===== src/rtl/cache_ctrl_pkg.sv =====
// Shared types and constants for the cache refill controller: FSM state
// encoding, address field positions (tag/index/offset) and access-size codes.
package cache_ctrl_pkg;

    typedef enum logic [2:0] {
        StIdle   = 3'd0,
        StRefill = 3'd1,
        StFill   = 3'd2,
        StResp   = 3'd3,
        StWrite  = 3'd4
    } state_e;

    // Byte-address field positions for the default geometry.
    localparam int unsigned TagMsb = 15;
    localparam int unsigned TagLsb = 8;
    localparam int unsigned IdxMsb = 7;
    localparam int unsigned IdxLsb = 4;
    localparam int unsigned OffMsb = 3;
    localparam int unsigned OffLsb = 2;
    localparam int unsigned OffW   = OffMsb - OffLsb + 1;

    // dataType / mem_size encodings.
    localparam logic [1:0] DtWord = 2'b00;
    localparam logic [1:0] DtByte = 2'b01;
    localparam logic [1:0] DtHalf = 2'b10;
    localparam logic [1:0] DtRsvd = 2'b11;

    // The reserved size code behaves as a full word.
    function automatic logic [1:0] norm_size(input logic [1:0] dt);
        logic [1:0] size;
        case (dt)
            DtByte:  size = DtByte;
            DtHalf:  size = DtHalf;
            default: size = DtWord;
        endcase
        return size;
    endfunction

endpackage


===== src/rtl/cache_refill_ctrl_if.sv =====
// Bundle of CPU, cache-storage, memory and perf-counter signals around the
// refill controller. The controller uses the slave modport; its environment
// (CPU, tag/data arrays, memory) uses master.
interface cache_refill_ctrl_if #(
    parameter int unsigned RAM_ADDRESS_WIDTH   = 16,
    parameter int unsigned DATA_WIDTH          = 32,
    parameter int unsigned CACHE_ADDRESS_WIDTH = 4,
    parameter int unsigned LINE_WORDS          = 4
);
    // CPU side
    logic                                req_valid;
    logic                                req_we;
    logic [RAM_ADDRESS_WIDTH-1:0]        A;
    logic [DATA_WIDTH-1:0]               WD;
    logic [1:0]                          dataType;
    logic                                stall;
    logic [DATA_WIDTH-1:0]               RD;
    logic                                rd_valid;
    // Cache storage side
    logic                                cache_hit;
    logic [DATA_WIDTH-1:0]               cache_rd;
    logic                                fill_we;
    logic [CACHE_ADDRESS_WIDTH-1:0]      fill_idx;
    logic [RAM_ADDRESS_WIDTH-CACHE_ADDRESS_WIDTH-5:0] fill_tag;
    logic [DATA_WIDTH*LINE_WORDS-1:0]    fill_line;
    logic                                upd_we;
    // Memory side
    logic                                mem_req;
    logic                                mem_we;
    logic [RAM_ADDRESS_WIDTH-1:0]        mem_addr;
    logic [DATA_WIDTH-1:0]               mem_wd;
    logic [1:0]                          mem_size;
    logic                                mem_ack;
    logic                                mem_rvalid;
    logic [DATA_WIDTH-1:0]               mem_rdata;
    // Perf counters
    logic [15:0]                         hit_cnt;
    logic [15:0]                         miss_cnt;

    modport slave (
        input  req_valid, req_we, A, WD, dataType, cache_hit, cache_rd,
               mem_ack, mem_rvalid, mem_rdata,
        output stall, RD, rd_valid, fill_we, fill_idx, fill_tag, fill_line, upd_we,
               mem_req, mem_we, mem_addr, mem_wd, mem_size, hit_cnt, miss_cnt
    );

    modport master (
        output req_valid, req_we, A, WD, dataType, cache_hit, cache_rd,
               mem_ack, mem_rvalid, mem_rdata,
        input  stall, RD, rd_valid, fill_we, fill_idx, fill_tag, fill_line, upd_we,
               mem_req, mem_we, mem_addr, mem_wd, mem_size, hit_cnt, miss_cnt
    );

endinterface


===== src/rtl/line_buffer.sv =====
// Line assembly buffer: collects refill beats by index, offers a single-word
// read port and the whole line as one flat vector (word k at bits [DW*k +: DW]).
module line_buffer #(
    parameter int unsigned DATA_WIDTH = 32,
    parameter int unsigned LINE_WORDS = 4,
    localparam int unsigned IdxW      = $clog2(LINE_WORDS)
) (
    input  logic                             clk,
    input  logic                             rst,
    input  logic                             we_i,
    input  logic [IdxW-1:0]                  idx_i,
    input  logic [DATA_WIDTH-1:0]            wdata_i,
    input  logic [IdxW-1:0]                  ridx_i,
    output logic [DATA_WIDTH-1:0]            rdata_o,
    output logic [DATA_WIDTH*LINE_WORDS-1:0] line_o
);
    logic [DATA_WIDTH-1:0] mem_q [LINE_WORDS];

    // Word storage: cleared by reset, one word written per accepted beat.
    always_ff @(posedge clk) begin
        if (rst) begin
            for (int i = 0; i < LINE_WORDS; i++) begin
                mem_q[i] <= '0;
            end
        end else if (we_i) begin
            mem_q[idx_i] <= wdata_i;
        end
    end

    // Flatten the line and select the requested word.
    always_comb begin
        line_o = '0;
        for (int k = 0; k < LINE_WORDS; k++) begin
            line_o[k*DATA_WIDTH +: DATA_WIDTH] = mem_q[k];
        end
        rdata_o = mem_q[ridx_i];
    end

endmodule


===== src/rtl/cache_refill_ctrl.sv =====
// Blocking cache controller: 1-cycle read hits, 4-beat line refill on read
// miss, write-through without allocate on writes.
// Optional feature macro: CACHE_CRIT_WORD_FIRST_EN -- refill starts at the
// requested word, wraps, and forwards it to the CPU on the first beat.
module cache_refill_ctrl
    import cache_ctrl_pkg::*;
#(
    parameter int unsigned RAM_ADDRESS_WIDTH   = 16,
    parameter int unsigned DATA_WIDTH          = 32,
    parameter int unsigned CACHE_ADDRESS_WIDTH = 4,
    parameter int unsigned LINE_WORDS          = 4
) (
    input logic                clk,
    input logic                rst,
    cache_refill_ctrl_if.slave bus
);
    localparam int unsigned AW = RAM_ADDRESS_WIDTH;

    state_e                           state_q, state_d;
    logic [AW-1:0]                    addr_q, addr_d;
    logic [OffW-1:0]                  beat_q, beat_d;
    logic [OffW-1:0]                  cnt_q, cnt_d;
    logic [DATA_WIDTH-1:0]            rd_q, rd_d;
    logic                             rd_valid_q, rd_valid_d;
    logic [15:0]                      hit_q, hit_d;
    logic [15:0]                      miss_q, miss_d;

    logic                             lb_we;
    logic [DATA_WIDTH-1:0]            lb_rdata;
    logic [DATA_WIDTH*LINE_WORDS-1:0] lb_line;
    logic                             crit_fwd;
    logic [OffW-1:0]                  start_beat;
    logic [CACHE_ADDRESS_WIDTH-1:0]   idx;

`ifdef CACHE_CRIT_WORD_FIRST_EN
    assign start_beat = bus.A[OffMsb:OffLsb];
`else
    assign start_beat = '0;
`endif

    line_buffer #(
        .DATA_WIDTH (DATA_WIDTH),
        .LINE_WORDS (LINE_WORDS)
    ) u_line_buffer (
        .clk     (clk),
        .rst     (rst),
        .we_i    (lb_we),
        .idx_i   (beat_q),
        .wdata_i (bus.mem_rdata),
        .ridx_i  (addr_q[OffMsb:OffLsb]),
        .rdata_o (lb_rdata),
        .line_o  (lb_line)
    );

    assign idx           = addr_q[IdxMsb:IdxLsb];
    assign bus.fill_idx  = idx;
    assign bus.fill_tag  = addr_q[TagMsb:TagLsb];
    assign bus.fill_line = lb_line;
    assign bus.RD        = crit_fwd ? bus.mem_rdata : rd_q;
    assign bus.rd_valid  = rd_valid_q | crit_fwd;
    assign bus.hit_cnt   = hit_q;
    assign bus.miss_cnt  = miss_q;

    // State and datapath registers, synchronous active-high reset.
    always_ff @(posedge clk) begin
        if (rst) begin
            state_q    <= StIdle;
            addr_q     <= '0;
            beat_q     <= '0;
            cnt_q      <= '0;
            rd_q       <= '0;
            rd_valid_q <= 1'b0;
            hit_q      <= '0;
            miss_q     <= '0;
        end else begin
            state_q    <= state_d;
            addr_q     <= addr_d;
            beat_q     <= beat_d;
            cnt_q      <= cnt_d;
            rd_q       <= rd_d;
            rd_valid_q <= rd_valid_d;
            hit_q      <= hit_d;
            miss_q     <= miss_d;
        end
    end

    // Next-state logic and per-state bus outputs.
    always_comb begin
        state_d      = state_q;
        addr_d       = addr_q;
        beat_d       = beat_q;
        cnt_d        = cnt_q;
        rd_d         = rd_q;
        rd_valid_d   = 1'b0;
        hit_d        = hit_q;
        miss_d       = miss_q;
        lb_we        = 1'b0;
        crit_fwd     = 1'b0;
        bus.stall    = 1'b0;
        bus.mem_req  = 1'b0;
        bus.mem_we   = 1'b0;
        bus.mem_addr = '0;
        bus.mem_wd   = '0;
        bus.mem_size = DtWord;
        bus.fill_we  = 1'b0;
        bus.upd_we   = 1'b0;

        unique case (state_q)
            StIdle: begin
                if (bus.req_valid) begin
                    if (bus.req_we) begin
                        bus.stall = 1'b1;
                        addr_d    = bus.A;
                        state_d   = StWrite;
                    end else if (bus.cache_hit) begin
                        rd_d       = bus.cache_rd;
                        rd_valid_d = 1'b1;
                        hit_d      = (hit_q == 16'hFFFF) ? hit_q : hit_q + 16'd1;
                    end else begin
                        bus.stall = 1'b1;
                        addr_d    = bus.A;
                        beat_d    = start_beat;
                        cnt_d     = '0;
                        miss_d    = (miss_q == 16'hFFFF) ? miss_q : miss_q + 16'd1;
                        state_d   = StRefill;
                    end
                end
            end
            StRefill: begin
                bus.stall    = 1'b1;
                bus.mem_req  = 1'b1;
                bus.mem_addr = {addr_q[AW-1:IdxLsb], beat_q, {OffLsb{1'b0}}};
                if (bus.mem_rvalid) begin
                    lb_we  = 1'b1;
                    beat_d = beat_q + 1'b1;
                    cnt_d  = cnt_q + 1'b1;
`ifdef CACHE_CRIT_WORD_FIRST_EN
                    // First beat is the requested word: hand it straight through.
                    crit_fwd = (cnt_q == '0);
`endif
                    if (cnt_q == OffW'(LINE_WORDS - 1)) begin
                        state_d = StFill;
                    end
                end
            end
            StFill: begin
                bus.stall   = 1'b1;
                bus.fill_we = 1'b1;
`ifndef CACHE_CRIT_WORD_FIRST_EN
                // Register the requested word so it appears together with RESP.
                rd_d       = lb_rdata;
                rd_valid_d = 1'b1;
`endif
                state_d = StResp;
            end
            StResp: begin
                state_d = StIdle;
            end
            StWrite: begin
                bus.stall    = 1'b1;
                bus.mem_req  = 1'b1;
                bus.mem_we   = 1'b1;
                bus.mem_addr = {addr_q[AW-1:OffLsb], {OffLsb{1'b0}}};
                bus.mem_wd   = bus.WD;
                bus.mem_size = norm_size(bus.dataType);
                if (bus.mem_ack) begin
                    bus.upd_we = bus.cache_hit;
                    state_d    = StIdle;
                end
            end
            default: state_d = StIdle;
        endcase
    end

endmodule


===== src/flat_wrapper.sv =====
// flat-port wrapper written by rule: the top's interface ports become plain ports
module cache_refill_ctrl_flat import cache_ctrl_pkg::*;
#(
    parameter int unsigned RAM_ADDRESS_WIDTH   = 16,
    parameter int unsigned DATA_WIDTH          = 32,
    parameter int unsigned CACHE_ADDRESS_WIDTH = 4,
    parameter int unsigned LINE_WORDS          = 4
)
  (clk, rst, bus_req_valid, bus_req_we, bus_A, bus_WD, bus_dataType, bus_cache_hit, bus_cache_rd, bus_mem_ack, bus_mem_rvalid, bus_mem_rdata, bus_stall, bus_RD, bus_rd_valid, bus_fill_we, bus_fill_idx, bus_fill_tag, bus_fill_line, bus_upd_we, bus_mem_req, bus_mem_we, bus_mem_addr, bus_mem_wd, bus_mem_size, bus_hit_cnt, bus_miss_cnt);
  cache_refill_ctrl_if #(.RAM_ADDRESS_WIDTH(RAM_ADDRESS_WIDTH), .DATA_WIDTH(DATA_WIDTH), .CACHE_ADDRESS_WIDTH(CACHE_ADDRESS_WIDTH), .LINE_WORDS(LINE_WORDS)) bus_i ();
  input logic clk;
  input logic rst;
  input wire logic [$bits(bus_i.req_valid)-1:0] bus_req_valid;
  input wire logic [$bits(bus_i.req_we)-1:0] bus_req_we;
  input wire logic [$bits(bus_i.A)-1:0] bus_A;
  input wire logic [$bits(bus_i.WD)-1:0] bus_WD;
  input wire logic [$bits(bus_i.dataType)-1:0] bus_dataType;
  input wire logic [$bits(bus_i.cache_hit)-1:0] bus_cache_hit;
  input wire logic [$bits(bus_i.cache_rd)-1:0] bus_cache_rd;
  input wire logic [$bits(bus_i.mem_ack)-1:0] bus_mem_ack;
  input wire logic [$bits(bus_i.mem_rvalid)-1:0] bus_mem_rvalid;
  input wire logic [$bits(bus_i.mem_rdata)-1:0] bus_mem_rdata;
  output wire logic [$bits(bus_i.stall)-1:0] bus_stall;
  output wire logic [$bits(bus_i.RD)-1:0] bus_RD;
  output wire logic [$bits(bus_i.rd_valid)-1:0] bus_rd_valid;
  output wire logic [$bits(bus_i.fill_we)-1:0] bus_fill_we;
  output wire logic [$bits(bus_i.fill_idx)-1:0] bus_fill_idx;
  output wire logic [$bits(bus_i.fill_tag)-1:0] bus_fill_tag;
  output wire logic [$bits(bus_i.fill_line)-1:0] bus_fill_line;
  output wire logic [$bits(bus_i.upd_we)-1:0] bus_upd_we;
  output wire logic [$bits(bus_i.mem_req)-1:0] bus_mem_req;
  output wire logic [$bits(bus_i.mem_we)-1:0] bus_mem_we;
  output wire logic [$bits(bus_i.mem_addr)-1:0] bus_mem_addr;
  output wire logic [$bits(bus_i.mem_wd)-1:0] bus_mem_wd;
  output wire logic [$bits(bus_i.mem_size)-1:0] bus_mem_size;
  output wire logic [$bits(bus_i.hit_cnt)-1:0] bus_hit_cnt;
  output wire logic [$bits(bus_i.miss_cnt)-1:0] bus_miss_cnt;
  assign bus_i.req_valid = bus_req_valid;
  assign bus_i.req_we = bus_req_we;
  assign bus_i.A = bus_A;
  assign bus_i.WD = bus_WD;
  assign bus_i.dataType = bus_dataType;
  assign bus_i.cache_hit = bus_cache_hit;
  assign bus_i.cache_rd = bus_cache_rd;
  assign bus_i.mem_ack = bus_mem_ack;
  assign bus_i.mem_rvalid = bus_mem_rvalid;
  assign bus_i.mem_rdata = bus_mem_rdata;
  assign bus_stall = bus_i.stall;
  assign bus_RD = bus_i.RD;
  assign bus_rd_valid = bus_i.rd_valid;
  assign bus_fill_we = bus_i.fill_we;
  assign bus_fill_idx = bus_i.fill_idx;
  assign bus_fill_tag = bus_i.fill_tag;
  assign bus_fill_line = bus_i.fill_line;
  assign bus_upd_we = bus_i.upd_we;
  assign bus_mem_req = bus_i.mem_req;
  assign bus_mem_we = bus_i.mem_we;
  assign bus_mem_addr = bus_i.mem_addr;
  assign bus_mem_wd = bus_i.mem_wd;
  assign bus_mem_size = bus_i.mem_size;
  assign bus_hit_cnt = bus_i.hit_cnt;
  assign bus_miss_cnt = bus_i.miss_cnt;
  cache_refill_ctrl #(.RAM_ADDRESS_WIDTH(RAM_ADDRESS_WIDTH), .DATA_WIDTH(DATA_WIDTH), .CACHE_ADDRESS_WIDTH(CACHE_ADDRESS_WIDTH), .LINE_WORDS(LINE_WORDS)) u_core (.clk(clk), .rst(rst), .bus(bus_i));
endmodule

===== config.mk =====
export PLATFORM = sky130hd
export DESIGN_NAME = cache_refill_ctrl_flat
export DESIGN_NICKNAME = d
export VERILOG_FILES = /design/src/rtl/cache_ctrl_pkg.sv /design/src/rtl/cache_refill_ctrl_if.sv /design/src/rtl/line_buffer.sv /design/src/rtl/cache_refill_ctrl.sv /design/src/flat_wrapper.sv
export SDC_FILE = /design/constraint.sdc
export NUM_CORES = 1
export LEC_CHECK = 0
export BUFFER_PORTS_ARGS = -buffer_cell sky130_fd_sc_hd__buf_4
export CAP_MARGIN = 20
export CORE_AREA = 4 4 121 181
export DETAILED_ROUTE_END_ITERATION = 8
export DIE_AREA = 0 0 125 185
export GPL_TIMING_DRIVEN = 0
export PLACE_DENSITY_LB_ADDON = 0.2
export SYNTH_ARGS = -nofsm -noshare
export SYNTH_HDL_FRONTEND = slang
export SYNTH_SLANG_ARGS = --single-unit
export TNS_END_PERCENT = 50

===== constraint.sdc =====
create_clock -name clk -period 7.2 [get_ports clk]
set_input_delay 0.36 -clock clk [delete_from_list [all_inputs] [get_ports clk]]
set_output_delay 0.36 -clock clk [all_outputs]
set_load 0.005 [all_outputs]

==> summary.md <==
In the synthesized netlist, the cells that appear most often are sky130_fd_sc_hd__edfxtp_1, sky130_fd_sc_hd__nand2_1, sky130_fd_sc_hd__and2_1. Critical-path cell with the highest stage delay: sky130_fd_sc_hd__or3b_2. The most frequently used cell type in the post-synthesis netlist was sky130_fd_sc_hd__edfxtp_1.

Once the clock tree was built, the setup fixing pass inserted 0 buffers. The share of the cycle needed by the critical path after routing came out at 40.8%. The floorplan step set the die width to 125 µm.

The synthesis warning total was 0. Timing analysis after detailed placement gives a worst setup slack of 4.22 ns. The analysis attributes to cell leakage a power of 6.10 nW. The tools report the gate count after technology mapping as 900. The final routed wire length divided by cell count is 21.8 µm, and the setup-violating endpoint count in the final report is 0. Buffers inserted to repair hold after CTS numbered 0. Post-synthesis instance area: 10100 µm². Of all nets on the critical path, the largest fanout is 10.

The clock insertion delay at the later pin of the skew report came out at 0.49 ns. Quantity of gates resized following cts: 0. The antenna violation net count after detailed routing is 0. The final layout contains 1427 nets. For this run, the register share of the synthesized area comes to 55.6%.

The flow ran to the end, and the final reports show no timing, DRC or antenna violations. Global routing used 28.3% of the available tracks. Overall power consumption after layout is estimated at 0.00313 W. The weighted congestion at the end of routability-driven global placement came out at 0.882. TritonCTS built the clock tree. Share of final-layout standard cells stronger than drive strength 1: 37.0%. The length of routed wiring on met1 was 12400 µm; the number of vias per cell was 5.59. During placement, the flow inserted port buffers numbering 376. In this run the count of I/O pins placed on the die edge is 381.

The largest net degree at the start of global routing came out at 33. The number of H-tree levels is 1. Once the floorplan was initialized, standard cells occupied 49.6% of the core.

The first detailed-routing pass ran for 5 iterations. The detailed router finished its first iteration with 543 violations. Of the post-synthesis cell area, the dominant cell type holds 38.1%.

The run gives 64 as the number of placement rows. In this run the worst hold path is classified as in2reg. The aggregate global routing overflow is 0. Timing would allow up to 0.340 GHz. Total count of max-transition violations in the final report: 0.

Element type at the critical path end: a primary output. The final setup slack of the worst path is 4.26 ns, and the height of the die is 185 µm. The area growth from synthesis to layout came out at 38.7%. Worst-case clock skew: 0.0102 ns. Wires add up to 34500 µm. The tools report the element type at the critical path start as a flop. Traced cell by cell, the critical path runs through buf_2, or3b_2, inv_1, nor2_1, clkbuf_1, nor2b_1, buf_4. The number of enable-type register cells in the synthesized netlist was 128. Each instance of the synthesized netlist takes up on average 11.2 µm².

The flip-flop and latch count after synthesis is 216. Number of global-route vias before repair: 8849. The final number of hold-violating endpoints was 0. The count of cell types in the netlist was 58.

The detailed-placement wirelength estimate was 26100 µm. Across all layers, the routed design uses 8835 vias. The tightest hold margin is 0.123 ns, and the met3 layer wire length in the routed design is 2870 µm. Beginning of the worst hold path: bus_A[7]. At the pin with the least slew margin, the transition time is 1.03 ns.

After synthesis, the cell types taking the most area are sky130_fd_sc_hd__edfxtp_1, sky130_fd_sc_hd__dfxtp_1, sky130_fd_sc_hd__mux4_2. In this run the critical register-to-register path is launched from u_core.state_q[2]. In the routed design, unresolved DRC markers number 0. For this run, the slowest stage of the critical path takes 0.54 ns. Power spread over the standard cell area amounts to 224 nW/µm².

The proportion of synthesized flip-flops having asynchronous set or reset is 0%, and the number of buffers inserted during clock tree synthesis is 21. The clock passes through at most 3 buffers. The max-cap violation count is 0.

The core region is 20300 µm². Required time at the endpoint of the critical path: 6.84 ns. In this run the top signal layer used is met5. The critical path is of the reg2out type. Headroom to the max-slew limit came out at 31.5%.

The total die area came out at 23100 µm². The first global-routing pass estimated 51200 µm of wire. The logs give 0 ns for the post-route setup TNS and 18000 µm for the routed length on met2. After clock tree synthesis, the clock-pin slew on the worst setup and hold paths is 0.07 ns. The worst setup path startpoint is u_core.state_q[2]. The logs give 0 for the antenna diode count and 0.179 mV for the worst voltage drop across the vdd grid. The smallest clock period supported by the final layout is computed as 2.94 ns. The arrival time at the worst endpoint is 2.58 ns.

Summed over all instances, the cell type with the most area after synthesis is sky130_fd_sc_hd__edfxtp_1. Setup repair after global routing left no endpoint under its margin. The most frequently used flop master after synthesis is sky130_fd_sc_hd__edfxtp_1. For the total number of clock tree sinks, the log shows 216. The tree is rooted in a sky130_fd_sc_hd__clkbuf_16.

The run gives 1 as the initial antenna violation count.
cell usage in the layout (no fill, tap or decap), types with 13 or more instances in the layout:
| cell type | synthesis | routed |
|---|---|---|
| sky130_fd_sc_hd__nor4_1 | 13 | 13 |
| sky130_fd_sc_hd__edfxtp_1 | 128 | 128 |
| sky130_fd_sc_hd__a21oi_1 | 32 | 32 |
| sky130_fd_sc_hd__clkbuf_16 | 0 | 21 |
| sky130_fd_sc_hd__dfxtp_1 | 88 | 88 |
| sky130_fd_sc_hd__clkbuf_1 | 48 | 52 |
| sky130_fd_sc_hd__a311oi_1 | 32 | 32 |
| sky130_fd_sc_hd__nand2_1 | 110 | 110 |
| sky130_fd_sc_hd__nor2_1 | 56 | 56 |
| sky130_fd_sc_hd__and3_1 | 69 | 69 |
| sky130_fd_sc_hd__and2_1 | 102 | 102 |
| sky130_fd_sc_hd__mux4_2 | 32 | 32 |
| sky130_fd_sc_hd__nor2b_1 | 27 | 27 |
| sky130_fd_sc_hd__buf_4 | 16 | 392 |
path summary, 6_finish.rpt:
path / endpoint / slack (ns) / cells after the start
worst max-delay path: bus_mem_addr[11] / 4.26 / 7
worst min register to register: u_core.addr_q[9] / 0.47 / 2
worst max register to register: u_core.u_line_buffer.mem_q[3][21] / 4.28 / 5
worst min-delay path: u_core.addr_q[7] / 0.12 / 3
registers in the layout, summed over array words and instances, names as in the netlist, 2 cells and up, named ones only:
signal,flops
u_core.u_line_buffer.mem_q,128
u_core.bus.RD,32
u_core.bus.hit_cnt,16
u_core.bus.miss_cnt,16
u_core.addr_q,14
u_core.state_q,3
u_core.beat_q,2
u_core.cnt_q,2
through the flow:
step,cells,utilization (%),area [µm²]
floorplan,901,-,10100
global placement,1541,65.1,13200
detailed placement,1542,65.3,13300
CTS,1579,68.7,14000
global route,1581,68.8,14000
finish,1581,68.8,14000
cells by family (layout without fill, tap and decap cells):
| kind of cell | after synthesis | in the layout | share of synthesized area [%] |
|---|---|---|---|
| AO/OA/AOI/OAI | 105 | 105 | 7.52 |
| adder cells (fa/ha/maj) | 3 | 3 | 0.372 |
| buffers and inverters | 91 | 507 | 4.20 |
| flip-flops | 216 | 216 | 55.6 |
| multiplexers | 45 | 45 | 8.57 |
| other | 1 | 2 | 0.0372 |
| AND/OR/NAND/NOR | 439 | 439 | 23.7 |
layout make-up:
class / count / area (µm²)
well taps: 264 / 330
clock buffers: 25 / 551
clock inverters: 12 / 138
flip-flops and latches: 216 / 5610
multi-input cells: 594 / 4080
inverters: 12 / 45.0
fillers: 1631 / 6340
repair buffers: 379 / 2870
plain buffers: 79 / 379
critical path: cells and delay by family, from the launching register on:
kind	cells	cell delay [ns]
flip-flops	1	0.30
buffers and inverters	4	0.90
AND/OR/NAND/NOR	3	0.90
layer usage:
| metal | global-route usage (%) | vias up |
|---|---|---|
| met5 | 0 | - |
| met4 | 10.9 | 2 |
| met3 | 6.58 | 75 |
| met2 | 50.3 | 421 |
| met1 | 33.5 | 4249 |
| li1 | - | 4088 |
report_power, final:
group / internal [W] / switching [W]
logic: 0.000281 / 0.000292
clock network: 0.000654 / 0.000467
registers: 0.00139 / 0.0000495
total: 0.00232 / 0.000809
(Power assumes the default switching activity.)
